===== config.mk =====
export PLATFORM = sky130hd
export DESIGN_NAME = timer_dev
export DESIGN_NICKNAME = d
export VERILOG_FILES = /design/src/rtl/timer_dev.sv
export SDC_FILE = /design/constraint.sdc
export NUM_CORES = 1
export LEC_CHECK = 0
export BUFFER_PORTS_ARGS = -buffer_cell sky130_fd_sc_hd__buf_2
export CORE_MARGIN = 8
export CORE_UTILIZATION = 49
export DETAILED_ROUTE_END_ITERATION = 8
export PLACE_DENSITY_LB_ADDON = 0.15
export SLEW_MARGIN = 5
export SYNTH_ARGS = -nofsm -noshare
export SYNTH_HDL_FRONTEND = slang
export SYNTH_SLANG_ARGS = --single-unit
export TNS_END_PERCENT = 20

===== constraint.sdc =====
create_clock -name clk -period 3.1 [get_ports clk]
set_clock_uncertainty 0.15 [all_clocks]
set_input_delay 0.31 -clock clk [delete_from_list [all_inputs] [get_ports clk]]
set_output_delay 0.31 -clock clk [all_outputs]
set_load 0.01 [all_outputs]

===== src/rtl/timer_dev.sv =====
// Memory-mapped 32-bit countdown timer (CTRL/PRESET/COUNT) raising irq on expiry, one-shot or auto-reload.
// Reads are combinational with zero wait states; writes take effect at the clock edge; there is no backpressure.
module timer_dev (
    input  logic        clk,
    input  logic        reset,
    input  logic [1:0]  addr,
    input  logic        we,
    input  logic [3:0]  be,
    input  logic [31:0] wdata,
    output logic [31:0] rdata,
    output logic        irq
);

    typedef enum logic [1:0] {
        S_IDLE,
        S_LOAD,
        S_CNT,
        S_INT
    } state_t;

    state_t      state;
    state_t      state_nxt;
    logic [3:0]  ctrl;
    logic [31:0] preset;
    logic [31:0] count;
    logic [31:0] count_nxt;
    logic        hw_clr_en;

    logic ctrl_wr;
    logic preset_wr;
    logic en;
    logic auto_reload;

    assign ctrl_wr     = we && (addr == 2'd0);
    assign preset_wr   = we && (addr == 2'd1);
    assign en          = ctrl[0];
    assign auto_reload = (ctrl[2:1] == 2'b01);

    always_comb begin
        state_nxt = state;
        count_nxt = count;
        hw_clr_en = 1'b0;
        case (state)
            S_IDLE: begin
                if (en) state_nxt = S_LOAD;
            end
            S_LOAD: begin
                count_nxt = preset;
                state_nxt = S_CNT;
            end
            S_CNT: begin
                if (!en) begin
                    state_nxt = S_IDLE;
                end else if (count == 32'd0) begin
                    state_nxt = S_INT;
                    hw_clr_en = !auto_reload;
                end else begin
                    count_nxt = count - 32'd1;
                end
            end
            S_INT: begin
                if (auto_reload) begin
                    state_nxt = en ? S_LOAD : S_IDLE;
                end else if (ctrl_wr) begin
                    state_nxt = S_IDLE;
                end
            end
            default: state_nxt = S_IDLE;
        endcase
    end

    always_ff @(posedge clk or negedge reset) begin
        if (!reset) begin
            state <= S_IDLE;
            count <= 32'd0;
        end else begin
            state <= state_nxt;
            count <= count_nxt;
        end
    end

    // A bus write to CTRL overrides the hardware clear of En on the same edge.
    always_ff @(posedge clk or negedge reset) begin
        if (!reset) begin
            ctrl <= 4'd0;
        end else if (ctrl_wr && be[0]) begin
            ctrl <= wdata[3:0];
        end else if (hw_clr_en) begin
            ctrl[0] <= 1'b0;
        end
    end

    always_ff @(posedge clk or negedge reset) begin
        if (!reset) begin
            preset <= 32'd0;
        end else begin
            for (int i = 0; i < 4; i++) begin
                if (preset_wr && be[i]) preset[8*i +: 8] <= wdata[8*i +: 8];
            end
        end
    end

    always_comb begin
        case (addr)
            2'd0:    rdata = {28'd0, ctrl};
            2'd1:    rdata = preset;
            2'd2:    rdata = count;
            default: rdata = 32'd0;
        endcase
    end

    assign irq = (state == S_INT) && ctrl[3];

endmodule

; ---- Word level (Yosys, flattened, before mapping)
; Index checks and enable logic that the tools add are counted.
[word_totals]
out_inout_bits = 33
elab_cells = 52
regBits = 70
input_bits = 41
[classes]
eq_ne = 11
mux = 16
reduce_logical = 16
add_sub_neg = 1
[ops]
columns = op, n
row1 = 32-bit one-hot mux with 3 select lines, 1
row2 = 32-bit two-way mux, 2
row3 = 32-bit one-hot mux with 2 select lines, 1
row4 = 32-bit logical NOT, 1
row5 = "32-bit by 1-bit subtractor with 32-bit output, second input constant", 1
row6 = 2-bit two-way mux, 5
row7 = 1-bit logical AND, 8
row8 = 2-bit one-hot mux with 4 select lines, 1
row9 = "2-bit by 1-bit equality test with 1-bit output, second input constant", 3
row10 = "2-bit equality test, second input constant", 3
row11 = 1-bit two-way mux, 6
row12 = "2-bit != test, second input constant", 3
row13 = "3-bit != test, second input constant", 2
row14 = 3-bit AND reduction, 2
row15 = 2-bit logical NOT, 2
row16 = 2-bit nonzero test, 2
row17 = 1-bit logical NOT, 1

; ---- Depth between registers and ports, before layout
; Gate-level depths: netlist (run 1).
[logic_depth]
depth_word = 7
depth_mapped = 9
depth_no_buf = 7

; ---- Least setup slack after synthesis (run 1)
; OpenSTA, ideal clock, no wires.
[synth_timing]
kind = flip-flop to flip-flop
from = register count[0]
to = register count[26]
path_stages_with_launch = 9
synth_period_minus_slack_ns = 2.369
path_buffers = 1
arrival_ns = 2.098
path_slack_ns = 0.731
setup_time_ns = 0.122
path_cell_list = dfrtp_1 inv_1 ha_1 nor2b_1 and4b_1 buf_6 nand2_4 or4_1 a32o_1
[synth_between]
elab_chain_len = 4
word_cells_on_any_way = 7
cone_classes = add/sub: 1 / eq/ne: 1 / mux: 3 / reduce/logical: 2
[synth_rtl]
columns = item, line
row1 = from (decl), 25  ; logic [31:0] count;
row2 = from (signal assigned), 78  ; count <= count_nxt;
row3 = 32-bit by 1-bit subtractor with 32-bit output, 58  ; count_nxt = count - 32'd1;
row4 = 32-bit two-way mux, 54  ; end else if (count == 32'd0) begin
row5 = 32-bit two-way mux, 52  ; if (!en) begin
row6 = 32-bit one-hot mux with 2 select lines, 43  ; case (state)
; Several ways; a longest one is shown, not always the timed one. The select of a mux whose other input is x is not followed.
; A chain may end at the register's enable or synchronous reset.

; ---- Worst setup path after layout (run 1)
[layout_timing]
from = register count[0]
to = register count[15]
; The elaborated chain is that of the path after synthesis.

==> summary.txt, run 1 <==
Run status
  • Status: completed

Route
  • Via Count: 3487
  • 1st-iter DRT viols: 182
  • Number of vias per cell: 6.07
  • Wirelength per Cell: 18.1 um
  • DRC Markers: 0
  • Drt total wl: 10.4 mm
  • Pre-antenna DRT Iters: 5
  • Antenna-violating nets left: 0

Floorplan
  • Core footprint: 7770 um^2
  • Site row count: 32
  • Die Footprint: 11100 um^2
  • Ports: 74
  • Initial Utilization: 50.6%
  • Die Wd: 106 um
  • Die Y-Extent: 106 um

Global routing
  • All-layer global routing usage: 19.1%
  • Overflow after GRT: 0
  • First-pass GRT wire length: 17.6 mm
  • Antenna violations before repair: 0
  • Largest net degree at the start of global routing: 37
  • Vias in the first global route: 3577

Pwr
  • P_leak: 2.04 nW
  • Power per cell area: 855 nW/um^2
  • Max IR drop VDD: 0.367 mV

Cells and area
  • Most common cell after layout, fill and taps aside: buf_2
  • Final nets: 509
  • Fin cells: 574
  • Area grow syn2layout: 16.6%
  • Layout cell share with drive strength beyond 1: 31.6%
  • Fin util: 59.0%
  • Antenna cell count: 0
  • Final Cell Area: 4590 um^2
  • Most frequent cells in the layout: buf_2 (73), dfrtp_1 (70), o21ai_0 (45)

STA
  • RSZ-0062 raised after global routing: false
  • Fmax: 357 MHz
  • Period utilization: 90.3%
  • Setup TNS: 0 ns
  • Final min period: 2.80 ns
  • Max transition margin: 53.6%
  • Fin. max-slew vios: 0
  • Final Hold Violating Endpoints: 0
  • Setup violators final: 0
  • Worst Tran Pin Value: 0.692 ns

Placement
  • Final GP Congestion: 0.869
  • Number of port buffers: 73
  • DPL Wire Length: 7.50 mm
  • # placed instances: 557
  • Placed inst area: 4410 um^2

Critical path
  • Crit path DAT: 2.89 ns
  • CP Capture Type: flop
  • Largest stage delay, worst path: 0.53 ns
  • Critical path launch point type: flop
  • Worst Setup Path Type: reg2reg
  • Crit-path max FO: 20
  • WP data required: 3.19 ns
  • CP bufs+invs: 2
  • Crit-path most repeated cell: o21ai_0
  • Largest delay share family, worst path: simple AND/OR/NAND/NOR gates
  • CP max-delay cell: and4b_1
  • Critical path cell sequence: inv_1 -> ha_1 -> nor2b_1 -> and4b_1 -> a31o_2 -> buf_4 -> o21ai_0 -> o21ai_0

Yosys
  • Post-Syn Instances: 398
  • Post-synth ARST share: 100%
  • Synth Flop Type: dfrtp_1
  • Unique masters post-synth: 51
  • Mapped Avg Cell Area: 9.88 um^2
  • Mapped Area: 3930 um^2
  • Synthesized net count: 440
  • EDFF count, synth: 0
  • Seq/Total Area, Yosys: 44.5%
  • Ys Warns: 0
  • #FFs+latches synth: 70

Clocking
  • Max clock buf depth: 2
  • CTS clk-pin slew, worst paths: 0.08 ns
  • Worst-Skew Late Latency: 0.34 ns
  • CTS resizes: 0
  • Sink Count: 70
  • Hold_buf cts: 1
  • # H-tree levels: 3
  • CTS tree: done
  • Root Buffer: clkbuf_8
  • Num CTS Buffers: 9
  • # Post-CTS Setup Buffers: 0

Min path
  • Hold Path Class: in2reg

Flow run
  • # Max-Cap Violations: 0
## cell usage after synthesis (all sizes together), types with 2 or more instances
cell     count  share of area (%)
inv          5               0.48
and3         3               0.54
nor4         9                2.5
nor3         9                1.1
and4b        2               0.51
a31oi        8                1.3
nand2       28                2.9
o2bb2ai      6                1.3
a21oi       26                3.3
and4         2               0.45
a32o         2               0.51
mux2i        4                1.0
or4          5               0.95
dfrtp       70                 45
or3          3               0.48
nand2b       4               0.64
a2bb2oi      2               0.45
o22a         2               0.45
o31ai        2               0.38
o31a         3               0.70
o21ai       45                5.7
nand4b       2               0.45
nor2        19                1.8
a22o        30                6.7
nor2b        8                1.3
and2         2               0.32
nand4        3               0.48
a22oi        3               0.57
a32oi        4               0.89
o211ai       3               0.57
clkbuf      28                2.7
nand3        7               0.89
o22ai        2               0.32
buf          2               0.57
mux2        35                 10
## final timing paths
path                       startpoint         end  slack (ns)  depth (start not counted)
min in group asynchronous       reset     ctrl[2]        0.40                          3
hold / removal              wdata[29]  preset[29]        0.05                          2
hold reg to reg               ctrl[1]     ctrl[1]        0.38                          1
setup reg to reg             count[0]   count[15]        0.30                          8
setup / recovery             count[0]   count[15]        0.30                          8
max in group asynchronous       reset   count[20]        2.06                          3
## power by group
group	total [mW]	switching [mW]	internal [mW]
registers	1.64	0.404	1.23
logic	1.63	0.907	0.720
clock network	0.656	0.347	0.309
total	3.92	1.66	2.26
## through the flow
stage	hold WS, ns	setup WS, ns	power [mW]
2_1_floorplan	-0.136	0.731	2.73
3_3_place_gp	0.236	0.470	3.21
3_5_place_dp	0.234	0.375	3.25
4_1_cts	0.0354	0.356	3.92
5_1_grt	0.0373	0.179	4.22
6_report	0.0458	0.302	3.92
## per-layer routing
layer  vias to the layer above  global-route usage [%]  share of wire (%)
met5                         -                       0                  0
met2                       113                    29.8                 47
met4                         0                    5.83                1.3
met1                      1711                    25.9                 47
li1                       1649                       -                  -
met3                        14                    4.02                5.5
## kinds of logic after synthesis
group           after synthesis  share of synthesized area, %
buf+inv                      35                          3.72
simple gates                109                          15.8
flops                        70                          44.5
fa+ha+maj                     1                         0.318
compound gates              144                          24.5
mux                          39                          11.0
## final cells by class
type | count | area [um^2]
flip-flops and latches | 70 | 1750
clock inverters | 4 | 22.5
inverters | 5 | 18.8
well taps | 102 | 128
fillers | 681 | 3180
clock buffers | 12 | 145
multi-input cells | 293 | 2040
repair buffers | 88 | 480
## flip-flops by register name, indices dropped and copies added, names as in the netlist
signal and count:
preset 32, state 2, ctrl 4, count 32
## worst reg2reg max path, cell delays in order, from the launching register on
cell and delay (ns):
dfrtp_1 0.44, inv_1 0.12, ha_1 0.25, nor2b_1 0.29
and4b_1 0.53, a31o_2 0.44, buf_4 0.28, o21ai_0 0.11
o21ai_0 0.10
Power figures use the tool's default switching activity.
==> run 2, diff against run 1 <==
- HOLD_SLACK_MARGIN: not set -> 0.08
==> summary.txt, run 2 (synthesis gave the netlist of run 1 again) <==
Critical path
  • Critical path cell sequence: inv_1 -> ha_1 -> nor2b_1 -> and4b_1 -> nand2_4 -> or4_1 -> a32o_1
  • Worst Setup Path Type: reg2reg
  • CP bufs+invs: 1
  • CP max-delay cell: and4b_1
  • Largest stage delay, worst path: 0.53 ns
  • Critical path launch point type: flop
  • Crit-path max FO: 11
  • WP data required: 3.18 ns
  • Largest delay share family, worst path: simple AND/OR/NAND/NOR gates
  • Crit path DAT: 2.89 ns
  • CP Capture Type: flop

Placement
  • Number of port buffers: 73
  • DPL Wire Length: 7.50 mm
  • Post-Place Worst Slack: 0.375 ns
  • Final GP Congestion: 0.869

STA
  • RSZ-0062 raised after global routing: false
  • Fin. max-slew vios: 0
  • Worst Tran Pin Value: 0.698 ns
  • Period utilization: 90.5%
  • Max transition margin: 53.3%
  • Setup TNS: 0 ns
  • Fmax: 357 MHz
  • Final min period: 2.80 ns
  • Hold_ws: 0.336 ns
  • Final Hold Violating Endpoints: 0
  • Setup violators final: 0
  • PnR worst setup slack: 0.295 ns

Route
  • Antenna-violating nets left: 0
  • Number of vias per cell: 5.99
  • Via Count: 3628
  • Pre-antenna DRT Iters: 4
  • Drt total wl: 10.8 mm
  • Wirelength per Cell: 17.9 um
  • 1st-iter DRT viols: 151
  • DRC Markers: 0

Clocking
  • CTS clk-pin slew, worst paths: 0.08 ns
  • Worst-Skew Late Latency: 0.34 ns
  • Max clock buf depth: 2
  • Root Buffer: clkbuf_8
  • Sink Count: 70
  • # Post-CTS Setup Buffers: 0
  • CTS tree: done
  • Num CTS Buffers: 9
  • # H-tree levels: 3

Global routing
  • Gr busiest metal: met2
  • Grt met2 use: 31.7%
  • Largest net degree at the start of global routing: 37
  • Antenna violations before repair: 0
  • All-layer global routing usage: 19.8%
  • GR Util met3: 4.20%
  • Vias in the first global route: 3704
  • Met1 Use GR: 26.3%
  • Overflow after GRT: 0
  • First-pass GRT wire length: 18.3 mm

Pwr
  • Max IR drop VDD: 0.365 mV
  • P_leak: 2.17 nW
  • Power per cell area: 807 nW/um^2

Flow run
  • # Max-Cap Violations: 0

Cells and area
  • Area grow syn2layout: 24.8%
  • Most frequent cells in the layout: buf_2 (73), dfrtp_1 (70), o21ai_0 (45)
  • Most common cell after layout, fill and taps aside: buf_2
  • Antenna cell count: 0
  • Final nets: 541
  • Layout cell share with drive strength beyond 1: 29.6%
  • Filler instances: 645
  • Top Registers: count: 32 flops, preset: 32 flops, ctrl: 4 flops

Floorplan
  • Die Footprint: 11100 um^2
  • Site row count: 32
  • Initial Utilization: 50.6%
  • Ports: 74
  • Die Y-Extent: 106 um
  • Core footprint: 7770 um^2
  • Die Wd: 106 um

Min path
  • Hold Path Class: in2reg

Run status
  • Status: completed
run 2: final cells by class:
class                      count  area (um^2)  area share (%)
clock inverter                 4         22.5           0.459
clock buffer                  12          145            2.96
timing repair buffer         120          801            16.3
multi-input combinational    293         2040            41.6
inverter                       5         18.8           0.383
tap                          102          128            2.60
sequential                    70         1750            35.7
run 2: worst paths after layout:
path                       startpoint        end  slack (ns)  depth (start not counted)
max in group asynchronous       reset  count[20]        2.05                          3
min                             be[0]    ctrl[0]        0.34                          3
min in group asynchronous       reset    ctrl[2]        0.40                          3
min reg2reg                   ctrl[1]    ctrl[1]        0.38                          1
max reg2reg                  count[0]  count[26]        0.30                          7
max                          count[0]  count[26]        0.30                          7
run 2: worst reg2reg max path, cell delays in order (launching register included):
cell and delay (ns):
dfrtp_1 0.44, inv_1 0.12, ha_1 0.25, nor2b_1 0.30
and4b_1 0.53, nand2_4 0.13, or4_1 0.52, a32o_1 0.27
run 2: what timing repair did:
action | 4_1_cts | 5_1_grt
resized for setup | 0 | 0
hold endpoints to repair | 106 | 0
hold buffers | 33 | 0
run 2: per-stage QoR:
stage | power [mW] | utilization (%) | cells | instance area, um^2
after floorplan | 2.73 | - | 398 | 3930
after global placement | 3.21 | 56.7 | 557 | 4410
after detailed placement | 3.25 | 56.7 | 557 | 4410
after CTS | 3.95 | 63.2 | 606 | 4910
after global routing | 4.26 | 63.2 | 606 | 4910
final | 3.96 | 63.2 | 606 | 4910
run 2: per-layer routing:
metal / vias to the layer above / share of wire, %
met2: 123 / 47
met5: - / 0
li1: 1720 / -
met4: 0 / 1.4
met1: 1765 / 46
met3: 20 / 5.4
run 2: report_power, final:
| group | switching, mW | leakage, nW | internal, mW |
|---|---|---|---|
| clock | 0.349 | 0.0861 | 0.309 |
| sequential | 0.408 | 0.852 | 1.23 |
| combinational | 0.915 | 1.23 | 0.747 |
